## src/rtl/regbank_wr_arbiter.sv

```systemverilog
// ---------------------------------------------------------------------------
// regbank_wr_arbiter
//
// Shares the register bank's single write port between NREQ writeback
// requesters (0 = ALU, 1 = load, 2 = SP/PC unit). A round-robin arbiter picks
// one valid requester per cycle. The winning request is captured in a
// registered output stage, so the bank sees write/dr/wrData one cycle after
// the grant. While a write sits in that output stage, the bank still holds the
// old value, so reads of the same register are flagged as hazards.
//
// Handshake: a requester raises req_valid[i] and holds req_valid, req_dr and
// req_data stable. The transfer completes on a clock edge where both
// req_valid[i] and req_ready[i] are 1. After that edge, the requester may drop
// valid or present its next request.
//
// Ports
//   clk, reset          clock; synchronous active-high reset
//   req_valid[NREQ]     per-requester write request
//   req_dr[NREQ*AW]     per-requester destination, slice i*AW +: AW
//   req_data[NREQ*DW]   per-requester data, slice i*DW +: DW
//   req_ready[NREQ]     one-hot grant (combinational)
//   write, dr, wrData   registered bank write port
//   sr1, sr2            bank read addresses, mirrored for hazard detection
//   haz1, haz2          read address matches the pending output-stage write
//   err, err_id         sticky out-of-range destination flag, first offender
//   wr_count            saturating count of issued bank writes
// ---------------------------------------------------------------------------
module regbank_wr_arbiter #(
  parameter int NREQ  = 3,
  parameter int AW    = 5,
  parameter int DW    = 32,
  parameter int NREGS = 18
) (
  input  logic              clk,
  input  logic              reset,
  input  logic [NREQ-1:0]   req_valid,
  input  logic [NREQ*AW-1:0] req_dr,
  input  logic [NREQ*DW-1:0] req_data,
  output logic [NREQ-1:0]   req_ready,
  output logic              write,
  output logic [AW-1:0]     dr,
  output logic [DW-1:0]     wrData,
  input  logic [AW-1:0]     sr1,
  input  logic [AW-1:0]     sr2,
  output logic              haz1,
  output logic              haz2,
  output logic              err,
  output logic [1:0]        err_id,
  output logic [15:0]       wr_count
);

  localparam int PW = (NREQ > 1) ? $clog2(NREQ) : 1;
  localparam logic [AW:0] NREGS_W = (AW+1)'(NREGS);

  logic [PW-1:0] rr_ptr_q, rr_ptr_d;
  logic          write_q;
  logic [AW-1:0] dr_q;
  logic [DW-1:0] wr_data_q;
  logic          err_q;
  logic [1:0]    err_id_q;
  logic [15:0]   wr_count_q;

  logic [NREQ-1:0] grant;
  logic [PW-1:0]   sel_idx;
  logic            found;
  int              idx;
  logic [AW-1:0]   sel_dr;
  logic [DW-1:0]   sel_data;
  logic            hs;
  logic            dr_ok;

  // Round-robin search: first valid index at or after rr_ptr, wrapping.
  always_comb begin
    grant   = '0;
    sel_idx = '0;
    found   = 1'b0;
    idx     = 0;
    for (int off = 0; off < NREQ; off++) begin
      idx = int'(rr_ptr_q) + off;
      if (idx >= NREQ) idx = idx - NREQ;
      if (!found && req_valid[idx]) begin
        found      = 1'b1;
        grant[idx] = 1'b1;
        sel_idx    = PW'(idx);
      end
    end
    // No handshake may complete while reset is held.
    if (reset) grant = '0;
  end

  assign req_ready = grant;
  assign hs        = |(req_valid & grant);
  assign sel_dr    = req_dr[int'(sel_idx)*AW +: AW];
  assign sel_data  = req_data[int'(sel_idx)*DW +: DW];
  assign dr_ok     = ({1'b0, sel_dr} < NREGS_W);

  always_comb begin
    rr_ptr_d = rr_ptr_q;
    if (hs) begin
      if (int'(sel_idx) == NREQ - 1) rr_ptr_d = '0;
      else                           rr_ptr_d = sel_idx + PW'(1);
    end
  end

  always_ff @(posedge clk) begin
    if (reset) begin
      rr_ptr_q   <= '0;
      write_q    <= 1'b0;
      dr_q       <= '0;
      wr_data_q  <= '0;
      err_q      <= 1'b0;
      err_id_q   <= '0;
      wr_count_q <= '0;
    end else begin
      rr_ptr_q <= rr_ptr_d;
      // Out-of-range destinations still complete the handshake but never
      // reach the bank; dr/wrData keep their last issued values.
      write_q  <= hs && dr_ok;
      if (hs && dr_ok) begin
        dr_q      <= sel_dr;
        wr_data_q <= sel_data;
      end
      // Only the first bad request is recorded.
      if (hs && !dr_ok && !err_q) begin
        err_q    <= 1'b1;
        err_id_q <= 2'(sel_idx);
      end
      if (write_q && (wr_count_q != 16'hFFFF)) wr_count_q <= wr_count_q + 16'd1;
    end
  end

  assign write    = write_q;
  assign dr       = dr_q;
  assign wrData   = wr_data_q;
  assign err      = err_q;
  assign err_id   = err_id_q;
  assign wr_count = wr_count_q;

  // The bank still holds the old value while the write is in the output stage.
  assign haz1 = !reset && write_q && (sr1 == dr_q);
  assign haz2 = !reset && write_q && (sr2 == dr_q);

endmodule

```

## config.mk

```make
export PLATFORM = sky130hd
export DESIGN_NAME = regbank_wr_arbiter
export DESIGN_NICKNAME = d
export VERILOG_FILES = /design/src/rtl/regbank_wr_arbiter.sv
export SDC_FILE = /design/constraint.sdc
export NUM_CORES = 1
export LEC_CHECK = 0
export CAP_MARGIN = 20
export CORE_MARGIN = 1
export CORE_UTILIZATION = 31
export CTS_CLUSTER_SIZE = 12
export DETAILED_ROUTE_END_ITERATION = 8
export PLACE_DENSITY = 0.67
export SYNTH_ARGS = -nofsm -noshare
export SYNTH_HDL_FRONTEND = slang
export SYNTH_SLANG_ARGS = --single-unit
```

## constraint.sdc

```tcl
create_clock -name clk -period 5.2 [get_ports clk]
set_input_delay 0.78 -clock clk [delete_from_list [all_inputs] [get_ports clk]]
set_output_delay 0.78 -clock clk [all_outputs]
set_load 0.01 [all_outputs]
```

Yosys cells after proc, flatten, opt, wreduce, memory -nomap -nowiden
Index checks and enable logic that the tools add are counted.
Widths: inputs -> output; s select.
- add/subtract/negate cells: 7
- $mul: 1
- div/mod/pow operators: 0
- $lt $le $gt $ge: 10
- equal/unequal tests: 4
- shift-type cells: 2
- multiplexer cells: 28
- bitwise operators: 3
- reduce and logical (&&, ||, !) cells: 18
- operator list (kind ; count):
    $ge 32x1->1 const B ; 3
    $lt 32x4->1 const B ; 3
    $mux 32 ; 3
    $shiftx 96x8->32 ; 1
    $add 16x1->16 const B ; 1
    $ne 16x16->1 const B ; 1
    $shiftx 15x6->5 ; 1
    $logic_and 1x1->1 ; 12
    $mux 3 ; 4
    $mux 1 ; 11
    $eq 5x5->1 ; 2
    $mux 2 ; 4
    $sub 3x2->4 const B ; 2
    $bmux 1 s2 ; 3
    $demux 1 s2 ; 3
    $ge 3x2->1 const B ; 2
    $or 3x3->3 ; 2
    $logic_not 1->1 ; 5
    $lt 5x5->1 const B ; 1
    $mul 2x3->5 const B ; 1
    $add 2x1->3 const B ; 1
    $add 2x2->3 const B ; 1
    $and 3x3->3 ; 1
    $reduce_or 3->1 ; 1
    4 further kinds ; 4
- bits in registers: 59
- latch bits: 0
- memory bits (writable): 0
- memory bits (read-only): 0
- input port bits: 126
- output and inout bits: 62
- word-level logic and storage cells: 80
- memories: 0

Longest topological paths before layout
Gate-level depths: netlist of the first run.
- word-level depth: 18
- depth in mapped cells: 13
- gate-level depth less buffers: 9

Least setup slack after synthesis of the first run
OpenSTA, ideal clock, no wires.
- path kind: input port to flip-flop
- start point: input port req_valid[1]
- end point: register dr_q[0] (netlist: dr[0])
- library setup time: 0.120 ns
- arrival: 2.596 ns
- data required time: 5.080 ns
- path slack: 2.484 ns
- stages on the path: 11
- buffers on the path: 4
- cells stage by stage: buf_2 > mux2i_1 > o21ai_1 > or3_1 > a31oi_2 > a221o_2 > buf_6 > o211ai_2 > buf_6 > buf_6 > mux2i_1
- longest elaborated chain between the ends: 14
- elaborated cells on any way between the ends: 30
- classes of those cells: 1 x mul; 1 x order compare; 1 x shift; 18 x mux; 3 x bitwise; 6 x reduce/logical
- ends and longest elaborated chain (what ; RTL line ; source):
    start, declared ; 36 ; input logic [NREQ-1:0] req_valid,
    $bmux 1 s2 ; 81 ; if (!found && req_valid[idx]) begin
    $mux 1 (not written as such) (2 in series) ; 81 ;
    $mux 1 ; 81 ;
    $logic_not 1->1 ; 81 ;
    $logic_and 1x1->1 ; 81 ;
    $mux 1 ; 81 ;
    $logic_not 1->1 ; 81 ;
    $logic_and 1x1->1 ; 81 ;
    $mux 3 (*) ; 81 ;
    $mux 3 (*) ; 88 ; if (reset) grant = '0;
    net req_ready[0] ; 39 ; output logic [NREQ-1:0] req_ready,
    $and 3x3->3 (*) ; 92 ; assign hs = |(req_valid & grant);
    $reduce_or 3->1 (*) ; 92 ;
    $logic_and 1x1->1 (*) ; 119 ; if (hs && dr_ok) begin
    end signal, assigned ; 120 ; dr_q <= sel_dr;
    end, declared ; 57 ; logic [AW-1:0] dr_q;
The timed path passes the listed nets; every way through them passes the cells marked *. The select of a mux whose other input is x is not followed.
A chain may end at the register's enable or synchronous reset.

Worst setup path in the final report of the first run
- start point: input port reset
- end point: output port req_ready[0]
- longest elaborated chain between the ends: 1
- ends and longest elaborated chain (what ; RTL line ; source):
    start, declared ; 35 ; input logic reset,
    $mux 3 ; 88 ;
    end, declared ; 39 ;
No other way between the ends.

==> run metrics, run 1 <==
CTS clock-pin slew for the worst setup and hold paths=0.06 ns; Critical Path RT=4.42 ns; post-synthesis sequential area ratio=34.67%; Setup Viol. Count Final=0; placed insts=698; Hold Path Class=register to register; total die area=11410 um^2; Core ar.=10510 um^2; RSZ-0062 raised after global routing=no; post-CTS sizing=0; largest net degree at the start of global routing=39; status=complete, no violations; GP Congestion=0.8646; clk_lat worst skew=0.34 ns; Num CTS Buffers=9; Final Core Density=53.34%; die extent in y=106.8 um; Crit Path Class=primary input to output port; Final Power=0.002585 W; Yosys reg bits=59; Post-Layout Cell Count=714; Avg Inst Size Synth=8.647 um^2; Post-Syn Instances=394; CP max FO=25; synth top area cells=dfxtp_1 (35%), mux2i_1 (11%), a22o_1 (8.7%); vias per inst=5.038; Global Route Usage Sum=18.99%; worst slew pin tran=0.9232 ns; row cnt=37; worst hold margin=0.4617 ns; P&R area growth vs syn=64.52%; CP Launch Type=primary input; Final #Nets=704; r2r startpoint=rr_ptr_q[0]$_SDFFE_PP0P_; Max clock buf depth=2; IO buf count=187; crit path launch=reset; final hold violation count=0; top-area cell type share of the netlist area=34.67%; Slew headroom=38.39%; post-layout min period=3.904 ns; DR pass1 iterations=4; WP data arrival=3.12 ns; total setup buffers inserted after CTS=0; antenna cells=0; Starting DRT DRC Count=236; layout cell share with drive strength beyond 1=6.055%; top-count cell post-synth=dfxtp_1; Synth Flop Type=dfxtp_1; vias in the first global route=3546; root buffer cell=clkbuf_8; Pleak=2.235 nW; Max H-tree Level=3; boundary pin count=188; Post-Syn Area=3407 um^2; yosys warns=0; Yosys top cell by area=dfxtp_1; count of cell types in the netlist=52; via count=3597; DPL Wire Length=8.700 mm; fin crit share=75.08%; fillers=989; global-route wire length before repair=17.14 mm; drt drc=0; initial antenna violation count=0; asr flop ratio synth=0%; initial core utilization=32.42%; crit end category=output port; Routed WL=10.91 mm; Clock Skew=0.01585 ns; post-synth net total=525; setup TNS=0 ns; # hold bufs at CTS=0; Peak supply drop=0.2375 mV; pwr/cell area=461.2 nW/um^2; max-cap viol count=0; HP Start=wrData[11]$_SDFFE_PP0P_; # clock sinks=59; global route overflow=0; final count of pins violating max slew=0; FMAX=0.2562 GHz; top cells by count, synth=dfxtp_1 (59), nand2_1 (46), a21oi_1 (43); EDFF count, synth=0; WL/cell=15.29 um; TritonCTS clock tree=built; Post-DRT Antenna Nets=0; Die Wd=106.8 um
[cell type report]
type                    instances  area [um^2]  area share (%)
flip-flops and latches         59         1181           21.07
clock buffers                  11        141.4           2.522
well taps                     136        170.2           3.036
repair buffers                194         1924           34.33
inverters                      14        52.55          0.9375
multi-input cells             295         2036           36.32
clock inverters                 5        100.1           1.786
[placed cells by master (no fill, tap or decap), types with 2 or more instances in the layout]
master           count
a211oi_1             5
a21oi_1             43
a22o_1              34
a31o_2               3
and3_1               4
buf_4                7
bufinv_16            3
clkbuf_8            10
clkdlybuf4s50_1    187
clkinv_2             2
dfxtp_1             59
ha_1                 5
inv_1               14
mux2i_1             37
nand2_1             46
nand2b_1             3
nand3_1              9
nand4_1             10
nor2_1              18
nor2b_1              4
nor3_1               7
o211ai_1             5
o21a_1               3
o21ai_0              2
o21ai_1              2
o221a_2              2
o311ai_0             2
o31ai_1              2
or3_1                3
xnor2_1             10
xor2_1              13
[worst paths after layout]
check | endpoint | slack, ns | cells past startpoint
worst max-delay path | req_ready[0] | 1.30 | 6
worst min-delay path | wrData[11]$_SDFFE_PP0P_ | 0.46 | 2
worst max register to register | wrData[14]$_SDFFE_PP0P_ | 1.83 | 11
worst min register to register | wrData[11]$_SDFFE_PP0P_ | 0.46 | 2
[critical path, stage by stage]
cell	delay, ns
clkdlybuf4s50_1	0.40
buf_4	0.22
inv_1	0.70
o21ai_1	0.18
a31oi_2	0.25
clkdlybuf4s50_1	0.58
[power by group]
group / switching [W] / internal (W) / leakage (nW) / total, W
clock: 0.000182 / 0.000330 / 0.123 / 0.000512
combinational: 0.000758 / 0.000702 / 1.63 / 0.00146
sequential: 0.0000732 / 0.000540 / 0.480 / 0.000613
total: 0.00101 / 0.00157 / 2.24 / 0.00259
[kinds of logic after synthesis]
logic type,synth area share (%)
AO/OA/AOI/OAI,24.50
XOR/XNOR,5.913
adder cells (fa/ha/maj),1.836
buffers and inverters,5.912
flip-flops,34.67
multiplexers,11.20
AND/OR/NAND/NOR,15.98
[routing by layer]
layer  global-route usage (%)  part of all wire, %  wire length [um]
met5                        0                    0                 0
met4                    5.186                  1.3               146
met3                    5.836                  8.0               873
met2                    33.69                   50              5414
met1                    21.95                   41              4480
[sequential cells by signal, indices dropped and copies added, names as in the netlist]
register and count:
wrData 32, dr 5, rr_ptr_q 2, err_id 2, write 1, err 1
wr_count 16
[per-stage QoR]
step / worst slack [ns] / area [um^2]
after floorplan: 2.484 / 3407
after global placement: 1.362 / 5364
after detailed placement: 1.222 / 5364
after CTS: 1.312 / 5605
after global routing: 1.197 / 5605
final: 1.296 / 5605
(Power assumes the default switching activity.)
==> inputs of run 2 (changes only) <==
==> constraint.sdc (replaced) <==
create_clock -name clk -period 3.8 [get_ports clk]
set_input_delay 0.57 -clock clk [delete_from_list [all_inputs] [get_ports clk]]
set_output_delay 0.57 -clock clk [all_outputs]
set_load 0.01 [all_outputs]
==> run metrics, run 2 (synthesis results as in run 1) <==
row cnt=37 (unchanged); final count of pins violating max slew=0 (unchanged); antenna cells=0 (unchanged); RSZ-0062 raised after global routing=no; global route overflow=0 (unchanged); setup TNS=0 ns (unchanged); Die Wd=106.8 um (unchanged); critical-path cell list=inv_1, ha_1, mux2i_1, o21ai_1, or3_1, a31oi_2, clkdlybuf4s50_1; Int Power=0.001994 W (+27%); Slowest cell on crit path=clkdlybuf4s50_1; total die area=11410 um^2 (unchanged); P&R area growth vs syn=63.39%; Routed WL=10.85 mm (-0.60%); Largest register FFs=32 (unchanged); DR pass1 iterations=5 (+1); Pleak=2.217 nW (-0.83%); die extent in y=106.8 um (unchanged); post-CTS sizing=0 (unchanged); Slew headroom=46.46% (+8.1 points); initial antenna violation count=0 (unchanged); # clock sinks=59 (unchanged); Post-DRT Antenna Nets=0 (unchanged); combinational power share=60.5% (+4.0 points); Peak supply drop=0.3010 mV (+27%); worst hold margin=0.4596 ns (-0.002082 ns); fillers=1008 (+1.9%); commonest non-fill, non-tap cell in the layout=clkdlybuf4s50_1; final hold violation count=0 (unchanged); CP max FO=9 (-64%); Setup Viol. Count Final=0 (unchanged); Max clock buf depth=2 (unchanged); drt drc=0 (unchanged); root buffer cell=clkbuf_8; # hold bufs at CTS=0 (unchanged); initial core utilization=32.42% (unchanged); TritonCTS clock tree=built; crit end category=output port; clock network power share=14.7% (-5.1 points); most frequent cells in the layout=clkdlybuf4s50_1 (187), dfxtp_1 (59), nand2_1 (46); Crit Path Class=register to output port; max-cap viol count=0 (unchanged); total setup buffers inserted after CTS=0 (unchanged); R2R setup slack=0.78 ns (-1.05 ns); pwr/cell area=603.9 nW/um^2 (+31%); Hold Path Class=register to register; global-route wire length before repair=16.90 mm (-1.4%); Num CTS Buffers=9 (unchanged); worst slew pin tran=0.8022 ns (-0.1209 ns); Flop pwr share=24.8% (+1.1 points); HP Start=wrData[5]$_SDFFE_PP0P_; WP data arrival=2.80 ns (-0.32 ns); FMAX=0.2965 GHz; IO buf count=187 (unchanged); clk_lat worst skew=0.33 ns (about the same); Clock Skew=0.01018 ns (-0.005666 ns); Critical Path RT=3.23 ns (-1.19 ns); post-layout min period=3.373 ns; CP Launch Type=register; fin crit share=88.76%; GP Congestion=0.8351 (-3.4%); Net Sw Power=0.001368 W (+35%); reg2reg path depth=9 (-2); vias per inst=5.057 (+0.39%); hold worst-path end=wrData[5]$_SDFFE_PP0P_; DPL Wire Length=8.688 mm (-0.14%); vias in the first global route=3548 (+0.056%); status=complete, no violations; boundary pin count=188 (unchanged); Starting DRT DRC Count=246 (+4.2%); crit-path max cell delay=0.57 ns (-0.13 ns); Core ar.=10510 um^2 (unchanged); Hold Crit Depth=2 (unchanged); Final #Nets=707 (+0.43%); WL/cell=15.17 um (-0.74%); Switching Share=40.69% (+1.5 points); Global Route Usage Sum=18.81% (-0.19 points); largest net degree at the start of global routing=29 (-26%); r2r startpoint=rr_ptr_q[0]$_SDFFE_PP0P_; FF-to-FF End=err_id[0]$_SDFFE_PP0P_; layout cell share with drive strength beyond 1=6.218% (+0.16 points); via count=3616 (+0.53%); CTS clock-pin slew for the worst setup and hold paths=0.06 ns (about the same); Max H-tree Level=3 (unchanged)
run 2: cell types whose count changed in the layout (fill, tap and decap cells not counted), sizes merged:
cell / change
buf: +3
bufinv: -3
clkbuf: +1
clkinv: -1
clkinvlp: +1
run 2: worst max path at each step:
stage	startpoint	to	slack [ns]	cells after the start
3_3_place_gp	req_valid[2]	dr[3]$_SDFFE_PP0P_	0.51	8
2_1_floorplan	rr_ptr_q[0]$_SDFFE_PP0P_	dr[0]$_SDFFE_PP0P_	1.16	13
5_1_grt	rr_ptr_q[0]$_SDFFE_PP0P_	req_ready[1]	0.26	7
6_report	rr_ptr_q[0]$_SDFFE_PP0P_	req_ready[0]	0.43	7
4_1_cts	rr_ptr_q[0]$_SDFFE_PP0P_	req_ready[0]	0.42	7
3_5_place_dp	req_valid[2]	wrData[15]$_SDFFE_PP0P_	0.47	8
run 2: cell type report:
class / instances / area, um^2 / area share [%]
Sequential cell: 59 / 1181 / 21.22
Clock inverter: 2 / 12.51 / 0.2248
Inverter: 14 / 52.55 / 0.9440
Clock buffer: 12 / 155.1 / 2.787
Timing Repair Buffer: 197 / 1959 / 35.20
Multi-Input combinational cell: 295 / 2036 / 36.57
Tap cell: 136 / 170.2 / 3.057
run 2: critical path: cells and delay by family (launching register included):
kind	cells	cell delay, ns
AND/OR/NAND/NOR	1	0.37
buffers and inverters	2	0.65
AO/OA/AOI/OAI	2	0.34
flip-flops	1	0.39
adder cells (fa/ha/maj)	1	0.44
multiplexers	1	0.29
run 2: per-layer routing:
layer	vias to the layer above	GRT usage (%)	wire length, um
li1	1801	-	-
met2	143	35.90	5642
met4	0	3.816	79
met5	-	0	0
met1	1663	20.58	4267
met3	9	5.106	858
run 2: per-stage QoR:
step / instance area [um^2] / setup WS, ns / instances / util, % / total power (W)
floorplan: 3407 / 1.161 / 394 / - / 0.002225
global placement: 5399 / 0.5134 / 701 / 51.38 / 0.002872
detailed placement: 5399 / 0.4679 / 701 / 51.38 / 0.002896
CTS: 5567 / 0.4225 / 715 / 52.97 / 0.003405
global route: 5567 / 0.2627 / 715 / 52.97 / 0.003612
finish: 5567 / 0.4271 / 715 / 52.97 / 0.003362
run 2: power groups by stage:
| stage | combinational [W] | sequential, W | clock (W) |
|---|---|---|---|
| after floorplan | 0.00135 | 0.000872 | 0 |
| after global placement | 0.00203 | 0.000845 | 0 |
| after detailed placement | 0.00205 | 0.000848 | 0 |
| after CTS | 0.00205 | 0.000836 | 0.000517 |
| after global routing | 0.00222 | 0.000851 | 0.000542 |
| final | 0.00203 | 0.000835 | 0.000494 |
==> inputs of run 3 (changes only) <==
--- a/config.mk
+++ b/config.mk
@@ -11,6 +11,7 @@
 export CTS_CLUSTER_SIZE = 12
 export DETAILED_ROUTE_END_ITERATION = 8
 export PLACE_DENSITY = 0.67
+export SLEW_MARGIN = 15
 export SYNTH_ARGS = -nofsm -noshare
 export SYNTH_HDL_FRONTEND = slang
 export SYNTH_SLANG_ARGS = --single-unit
==> results of run 3 <==
No change in the layout: final DEF, timing and power equal those of run 2.
